`config.mk`:
```
export PLATFORM = sky130hd
export DESIGN_NAME = instr_mem_flat
export DESIGN_NICKNAME = d
export VERILOG_FILES = /design/src/rtl/instr_mem_if.sv /design/src/rtl/instr_mem.sv /design/src/flat_wrapper.sv
export SDC_FILE = /design/constraint.sdc
export NUM_CORES = 2
export LEC_CHECK = 0
export CORE_MARGIN = 10
export CORE_UTILIZATION = 45
export DETAILED_ROUTE_END_ITERATION = 12
export GPL_ROUTABILITY_DRIVEN = 1
export GPL_TIMING_DRIVEN = 1
export SYNTH_ARGS = -nofsm -noshare
export SYNTH_HDL_FRONTEND = slang
export SYNTH_SLANG_ARGS = --single-unit
export TNS_END_PERCENT = 1
```
`constraint.sdc`:
```
create_clock -name clk -period 5.9 [get_ports clk]
set_input_delay 0.59 -clock clk [delete_from_list [all_inputs] [get_ports clk]]
set_output_delay 0.59 -clock clk [all_outputs]
set_load 0.01 [all_outputs]
```
`src/rtl/instr_mem_if.sv`:
```
// instr_mem_if: fetch/load bus of the instruction memory.
//   master (fetch stage / loader): drives fetch_req, addr, stall, flush,
//                                  prog_mode, load_en, load_addr, load_data
//   slave  (instr_mem)           : drives dout, dout_valid, oob, ready
interface instr_mem_if #(
    parameter int ADDR_W = 6,
    parameter int DATA_W = 32
);
    logic              fetch_req;
    logic [ADDR_W-1:0] addr;
    logic              stall;
    logic              flush;
    logic              prog_mode;
    logic              load_en;
    logic [ADDR_W-1:0] load_addr;
    logic [DATA_W-1:0] load_data;
    logic [DATA_W-1:0] dout;
    logic              dout_valid;
    logic              oob;
    logic              ready;

    modport master (
        output fetch_req, addr, stall, flush, prog_mode, load_en, load_addr, load_data,
        input  dout, dout_valid, oob, ready
    );

    modport slave (
        input  fetch_req, addr, stall, flush, prog_mode, load_en, load_addr, load_data,
        output dout, dout_valid, oob, ready
    );
endinterface

```
`src/rtl/instr_mem.sv`:
```
// instr_mem: writable, synchronous-read instruction memory for the fetch stage.
// Ports:
//   clk   - single clock, rising edge
//   rst_n - asynchronous active-low reset (array contents are not reset)
//   bus   - instr_mem_if.slave: fetch request/address, stall, flush,
//           program-mode request, load port; registered dout/dout_valid/oob
//           and ready (high only while in RUN).
// Modes: RUN serves fetches; PROG accepts loads; WARM is a one-cycle gap after
// PROG so the last load is settled before the first fetch.
module instr_mem #(
    parameter int                ADDR_W = 6,
    parameter int                DATA_W = 32,
    parameter int                DEPTH  = 64,
    parameter logic [DATA_W-1:0] NOP    = '0
) (
    input  logic         clk,
    input  logic         rst_n,
    instr_mem_if.slave   bus
);

    localparam int              IDX_W   = (DEPTH > 1) ? $clog2(DEPTH) : 1;
    // One extra bit so DEPTH == 2**ADDR_W is representable in the range check.
    localparam logic [ADDR_W:0] DEPTH_C = (ADDR_W + 1)'(DEPTH);

    typedef enum logic [1:0] {
        ST_RUN  = 2'd0,
        ST_PROG = 2'd1,
        ST_WARM = 2'd2
    } state_e;

    state_e            state_q;
    logic [DATA_W-1:0] mem_q [DEPTH];
    logic [DATA_W-1:0] dout_q;
    logic              dout_valid_q;
    logic              oob_q;

    logic              fetch_hit_s;
    logic              load_hit_s;
    logic              wr_en_s;
    logic [IDX_W-1:0]  rd_idx_s;
    logic [IDX_W-1:0]  wr_idx_s;
    logic [DATA_W-1:0] rd_word_s;

    // Range checks, array index extraction and write qualification.
    always_comb begin
        fetch_hit_s = ({1'b0, bus.addr} < DEPTH_C);
        load_hit_s  = ({1'b0, bus.load_addr} < DEPTH_C);
        rd_idx_s    = bus.addr[IDX_W-1:0];
        wr_idx_s    = bus.load_addr[IDX_W-1:0];
        // Out-of-range addresses must never alias onto a truncated index.
        if (fetch_hit_s) begin
            rd_word_s = mem_q[rd_idx_s];
        end else begin
            rd_word_s = NOP;
        end
        // rst_n gating keeps a load coincident with reset release from landing.
        wr_en_s = rst_n && (state_q == ST_PROG) && bus.load_en && load_hit_s;
    end

    // Instruction array write port; contents intentionally survive reset.
    always_ff @(posedge clk) begin
        if (wr_en_s) begin
            mem_q[wr_idx_s] <= bus.load_data;
        end
    end

    // Mode FSM with registered fetch outputs.
    always_ff @(posedge clk or negedge rst_n) begin
        if (!rst_n) begin
            state_q      <= ST_RUN;
            dout_q       <= NOP;
            dout_valid_q <= 1'b0;
            oob_q        <= 1'b0;
        end else begin
            case (state_q)
                ST_RUN: begin
                    if (bus.prog_mode) begin
                        // Leaving RUN discards whatever instruction is held.
                        state_q      <= ST_PROG;
                        dout_q       <= NOP;
                        dout_valid_q <= 1'b0;
                        oob_q        <= 1'b0;
                    end else if (bus.flush) begin
                        state_q      <= ST_RUN;
                        dout_q       <= NOP;
                        dout_valid_q <= 1'b0;
                        oob_q        <= 1'b0;
                    end else if (bus.stall) begin
                        state_q      <= ST_RUN;
                        dout_q       <= dout_q;
                        dout_valid_q <= dout_valid_q;
                        oob_q        <= oob_q;
                    end else if (bus.fetch_req) begin
                        state_q      <= ST_RUN;
                        dout_q       <= rd_word_s;
                        dout_valid_q <= 1'b1;
                        oob_q        <= ~fetch_hit_s;
                    end else begin
                        state_q      <= ST_RUN;
                        dout_q       <= NOP;
                        dout_valid_q <= 1'b0;
                        oob_q        <= 1'b0;
                    end
                end
                ST_PROG: begin
                    if (bus.prog_mode) begin
                        state_q <= ST_PROG;
                    end else begin
                        state_q <= ST_WARM;
                    end
                    dout_q       <= NOP;
                    dout_valid_q <= 1'b0;
                    oob_q        <= 1'b0;
                end
                ST_WARM: begin
                    state_q      <= ST_RUN;
                    dout_q       <= NOP;
                    dout_valid_q <= 1'b0;
                    oob_q        <= 1'b0;
                end
                default: begin
                    state_q      <= ST_RUN;
                    dout_q       <= NOP;
                    dout_valid_q <= 1'b0;
                    oob_q        <= 1'b0;
                end
            endcase
        end
    end

    assign bus.dout       = dout_q;
    assign bus.dout_valid = dout_valid_q;
    assign bus.oob        = oob_q;
    assign bus.ready      = (state_q == ST_RUN);

endmodule

```
`src/flat_wrapper.sv`:
```
// flat-port wrapper written by rule: the top's interface ports become plain ports
module instr_mem_flat 
#(
    parameter int                ADDR_W = 6,
    parameter int                DATA_W = 32,
    parameter int                DEPTH  = 64,
    parameter logic [DATA_W-1:0] NOP    = '0
)
  (clk, rst_n, bus_fetch_req, bus_addr, bus_stall, bus_flush, bus_prog_mode, bus_load_en, bus_load_addr, bus_load_data, bus_dout, bus_dout_valid, bus_oob, bus_ready);
  instr_mem_if #(.ADDR_W(ADDR_W), .DATA_W(DATA_W)) bus_i ();
  input  logic clk;
  input  logic rst_n;
  input wire logic [$bits(bus_i.fetch_req)-1:0] bus_fetch_req;
  input wire logic [$bits(bus_i.addr)-1:0] bus_addr;
  input wire logic [$bits(bus_i.stall)-1:0] bus_stall;
  input wire logic [$bits(bus_i.flush)-1:0] bus_flush;
  input wire logic [$bits(bus_i.prog_mode)-1:0] bus_prog_mode;
  input wire logic [$bits(bus_i.load_en)-1:0] bus_load_en;
  input wire logic [$bits(bus_i.load_addr)-1:0] bus_load_addr;
  input wire logic [$bits(bus_i.load_data)-1:0] bus_load_data;
  output wire logic [$bits(bus_i.dout)-1:0] bus_dout;
  output wire logic [$bits(bus_i.dout_valid)-1:0] bus_dout_valid;
  output wire logic [$bits(bus_i.oob)-1:0] bus_oob;
  output wire logic [$bits(bus_i.ready)-1:0] bus_ready;
  assign bus_i.fetch_req = bus_fetch_req;
  assign bus_i.addr = bus_addr;
  assign bus_i.stall = bus_stall;
  assign bus_i.flush = bus_flush;
  assign bus_i.prog_mode = bus_prog_mode;
  assign bus_i.load_en = bus_load_en;
  assign bus_i.load_addr = bus_load_addr;
  assign bus_i.load_data = bus_load_data;
  assign bus_dout = bus_i.dout;
  assign bus_dout_valid = bus_i.dout_valid;
  assign bus_oob = bus_i.oob;
  assign bus_ready = bus_i.ready;
  instr_mem #(.ADDR_W(ADDR_W), .DATA_W(DATA_W), .DEPTH(DEPTH), .NOP(NOP)) u_core (.clk(clk), .rst_n(rst_n), .bus(bus_i));
endmodule
```
==> qor.txt <==
DETAILED ROUTING
--------------------------------------------------------------------------------
Drt first pass iters                                                           5
Average wire per cell in the routed design                               32.8 µm
Starting DRC count in detailed routing                                      4508
Remaining antenna violation count after routing                                0
Residual DRC count                                                             0
Via density per instance                                                    6.04
Routed vias                                                                37856
Final wirelength                                                          206 mm

FINISH
--------------------------------------------------------------------------------
Final layout net count                                                      3795
Post-route design area                                                0.0910 mm²
Antenna diodes                                                                 0
Syn-to-layout area delta                                                   14.2%
Layout cell share with drive strength beyond 1                             27.5%
Filler Cells Inserted                                                      13676

TIMING
--------------------------------------------------------------------------------
Maximum frequency from static timing analysis                            275 MHz
Number of max-slew violations in the final report                              0
Final Hold Viols                                                               0
Finish-stage setup viols                                                       0
TNS Setup                                                                   0 ns
Max_slew headroom                                                          16.7%
RSZ-0062 raised after global routing                                          no
Slew at the pin with the worst max-slew slack                            1.25 ns
Final setup slack of the worst path                                      2.26 ns
Fin Clk Skew                                                           0.0559 ns
Time the final worst path needs with I/O delays and setup                3.64 ns
Part of the cycle the worst path needs                                     61.6%

POWER AND IR DROP
--------------------------------------------------------------------------------
Power Density                                                         345 mW/mm²
Leakage dissipation                                                      28.7 nW
Maximum resistive drop on vdd                                             306 µV

FLOORPLANNING
--------------------------------------------------------------------------------
Number of I/O pins                                                            86
Initial standard-cell utilization of the core                              45.3%
Total number of placement rows                                               154
Die Y-Extent                                                              441 µm
Total die area                                                         0.194 mm²
Area of the placeable core                                             0.176 mm²
Horizontal extent of the die                                              441 µm

CRITICAL PATH
--------------------------------------------------------------------------------
Slowest stage cell, crit path                                       sky130_fd_sc_hd__nor2_4
Cell-by-cell listing of the critical path                           dlygate4sd3_1, buf_2, nand4b_1, nor2_1, nand3_1, nor2_4
Delay of the slowest cell on the worst path                              1.24 ns
Startpoint kind of the worst setup timing path                        input port
Start-to-end type of the worst setup path                           input port to register
Crit path arrival time                                                   4.07 ns
Top fanout value on the critical path                                         32
R2R setup slack                                                          2.30 ns
Critical path data required time                                         6.33 ns
Critical Path Sink Type                                                 register

SYNTHESIS
--------------------------------------------------------------------------------
Syn. warnings                                                                  0
Post-synthesis sequential area ratio                                       78.2%
Post-synthesis instance area                                          0.0798 mm²
Number of cells produced by synthesis                                       3506
Post-synth EDFFs                                                            2048
Net count after synthesis                                                   3557
Most instantiated flip-flop cell in the synthesis netlist           sky130_fd_sc_hd__edfxtp_1
Count of different cell masters after synthesis                               50
Leading area contributor after synthesis                            sky130_fd_sc_hd__edfxtp_1
Mean instance size in the synthesized netlist                           22.7 µm²
Total of flip-flops plus latches after synthesis                            2083
Async set or reset register ratio after synthesis                          1.68%
Library cell with the highest instance count after synthesis        sky130_fd_sc_hd__edfxtp_1
Post-synth top cells                                                sky130_fd_sc_hd__edfxtp_1, sky130_fd_sc_hd__mux4_2, sky130_fd_sc_hd__mux2i_1
Area share of the leading cell type in the synthesized netlist             77.1%
Top area cells in the synthesized netlist                           sky130_fd_sc_hd__edfxtp_1, sky130_fd_sc_hd__mux4_2, sky130_fd_sc_hd__mux2i_1

HOLD PATH
--------------------------------------------------------------------------------
Hold crit path type                                                 input port to register

CTS
--------------------------------------------------------------------------------
Deepest clock path buffer count                                                3
Clock latency at the later pin of the worst-skew pair                    0.87 ns
CTS H-tree lvls                                                                4
TritonCTS clock tree                                                         yes
Post-CTS Setup Repair Bufs                                                     0
Clock-pin slew on the worst setup and hold paths                         0.06 ns
Root Buffer                                                         sky130_fd_sc_hd__clkbuf_16
Sinks on the clock net                                                      2083
Number of CTS-inserted buffers                                               206

PLACE
--------------------------------------------------------------------------------
Half-perimeter wire length after detailed placement                       119 mm
Final weighted congestion in routability-driven placement                  0.791
Instance area at placement                                            0.0838 mm²
Setup WS pre-CTS                                                         1.79 ns
Port bufs                                                                     84

GLOBAL ROUTING
--------------------------------------------------------------------------------
Number of antenna violations at the first check in global routing             11
Wire length of the first global-routing pass                              293 mm
Global-route usage over all layers                                         21.0%
Largest net degree at the start of global routing                            104
Number of global-route vias before repair                                  38128
Global-route congestion overflow total                                         0

OUTCOME
--------------------------------------------------------------------------------
Result of the run                                                   finished clean

FLOW RUN
--------------------------------------------------------------------------------
Max-cap violations                                                             0

## stage by stage
step,util (%),hold slack (ns),total power [W],std cells
6_report,51.7,0.337,0.0314,6263
5_1_grt,51.7,0.322,0.0323,6263
4_1_cts,51.7,0.276,0.0316,6263
3_5_place_dp,47.6,0.513,0.0179,5875
3_3_place_gp,47.6,0.500,0.0179,5875
2_1_floorplan,-,0.294,0.0173,3506
## metal layers
metal / track usage (%) / vias up / wire, µm
met4: 5.05 / 2 / 4530
met2: 32.7 / 1477 / 97900
met1: 30.5 / 20750 / 87800
met3: 4.36 / 255 / 15400
li1: - / 15372 / -
met5: 0 / - / 13
## cell families (layout without fill, tap and decap cells)
group	after synthesis	count (layout)	share of synthesized area [%]
flops	2083	2083	78.2
mux	671	671	16.2
simple gates	303	303	1.70
compound gates	255	255	2.36
buf+inv	193	610	1.57
other cells	1	1	0.00470
## sequential cells by signal, summed over array words and instances (netlist names)
register,count
u_core.mem_q,2048
u_core.bus.dout,32
u_core.state_q,2
u_core.bus.dout_valid,1
## layout make-up
class                   instances  area, µm²  share of cell area (%)
flip-flops and latches       2083      62400                    68.5
multi-input cells            1230      16700                    18.3
clock buffers                 249       5410                    5.94
well taps                    2340       2930                    3.22
repair buffers                221       1880                    2.06
clock inverters               138       1800                    1.97
inverters                       2       8.76                 0.00962
## placed cells by master (no fill, tap or decap), types with 23 or more instances in the layout
master and n:
sky130_fd_sc_hd__nor2b_1 23, sky130_fd_sc_hd__nand3_1 33, sky130_fd_sc_hd__bufinv_16 31, sky130_fd_sc_hd__buf_4 124, sky130_fd_sc_hd__nand2_1 124, sky130_fd_sc_hd__clkinv_1 35, sky130_fd_sc_hd__clkinv_2 44, sky130_fd_sc_hd__a21oi_1 38
sky130_fd_sc_hd__o22ai_1 24, sky130_fd_sc_hd__buf_2 34, sky130_fd_sc_hd__edfxtp_1 2048, sky130_fd_sc_hd__clkdlybuf4s50_1 46, sky130_fd_sc_hd__clkbuf_1 34, sky130_fd_sc_hd__mux2i_1 166, sky130_fd_sc_hd__mux4_2 492, sky130_fd_sc_hd__a22o_1 24
sky130_fd_sc_hd__clkbuf_16 206, sky130_fd_sc_hd__nor2_4 65, sky130_fd_sc_hd__dfrtp_1 35, sky130_fd_sc_hd__a22oi_1 54
## where the power goes
group / leakage (nW) / internal, W / switching, W
clock network: 3.49 / 0.00796 / 0.00581
logic: 6.33 / 0.000477 / 0.000865
registers: 18.9 / 0.0163 / 0.0000124
## worst max-delay path: cells and delay by family
family	cells	cell delay, ns
buf+inv	2	0.82
simple gates	4	2.61
## final timing paths
| kind | from | to | cells after the start |
|---|---|---|---|
| min in group asynchronous | rst_n | u_core.bus.dout[10] | 3 |
| worst min-delay path | bus_prog_mode | u_core.state_q[1] | 2 |
| worst max-delay path | rst_n | u_core.mem_q[31][13] | 6 |
| worst max register to register | u_core.state_q[1] | u_core.mem_q[31][13] | 4 |
| max in group asynchronous | rst_n | u_core.bus.dout[12] | 3 |
| worst min register to register | u_core.state_q[1] | u_core.state_q[0] | 1 |
## what timing repair did
| action | in CTS | in global routing |
|---|---|---|
| gates resized for setup | 0 | 0 |
| hold buffers | 1 | 0 |
| setup endpoints to repair | 0 | 0 |
| hold endpoints to repair | 19 | 0 |
Power figures use the tool's default switching activity.
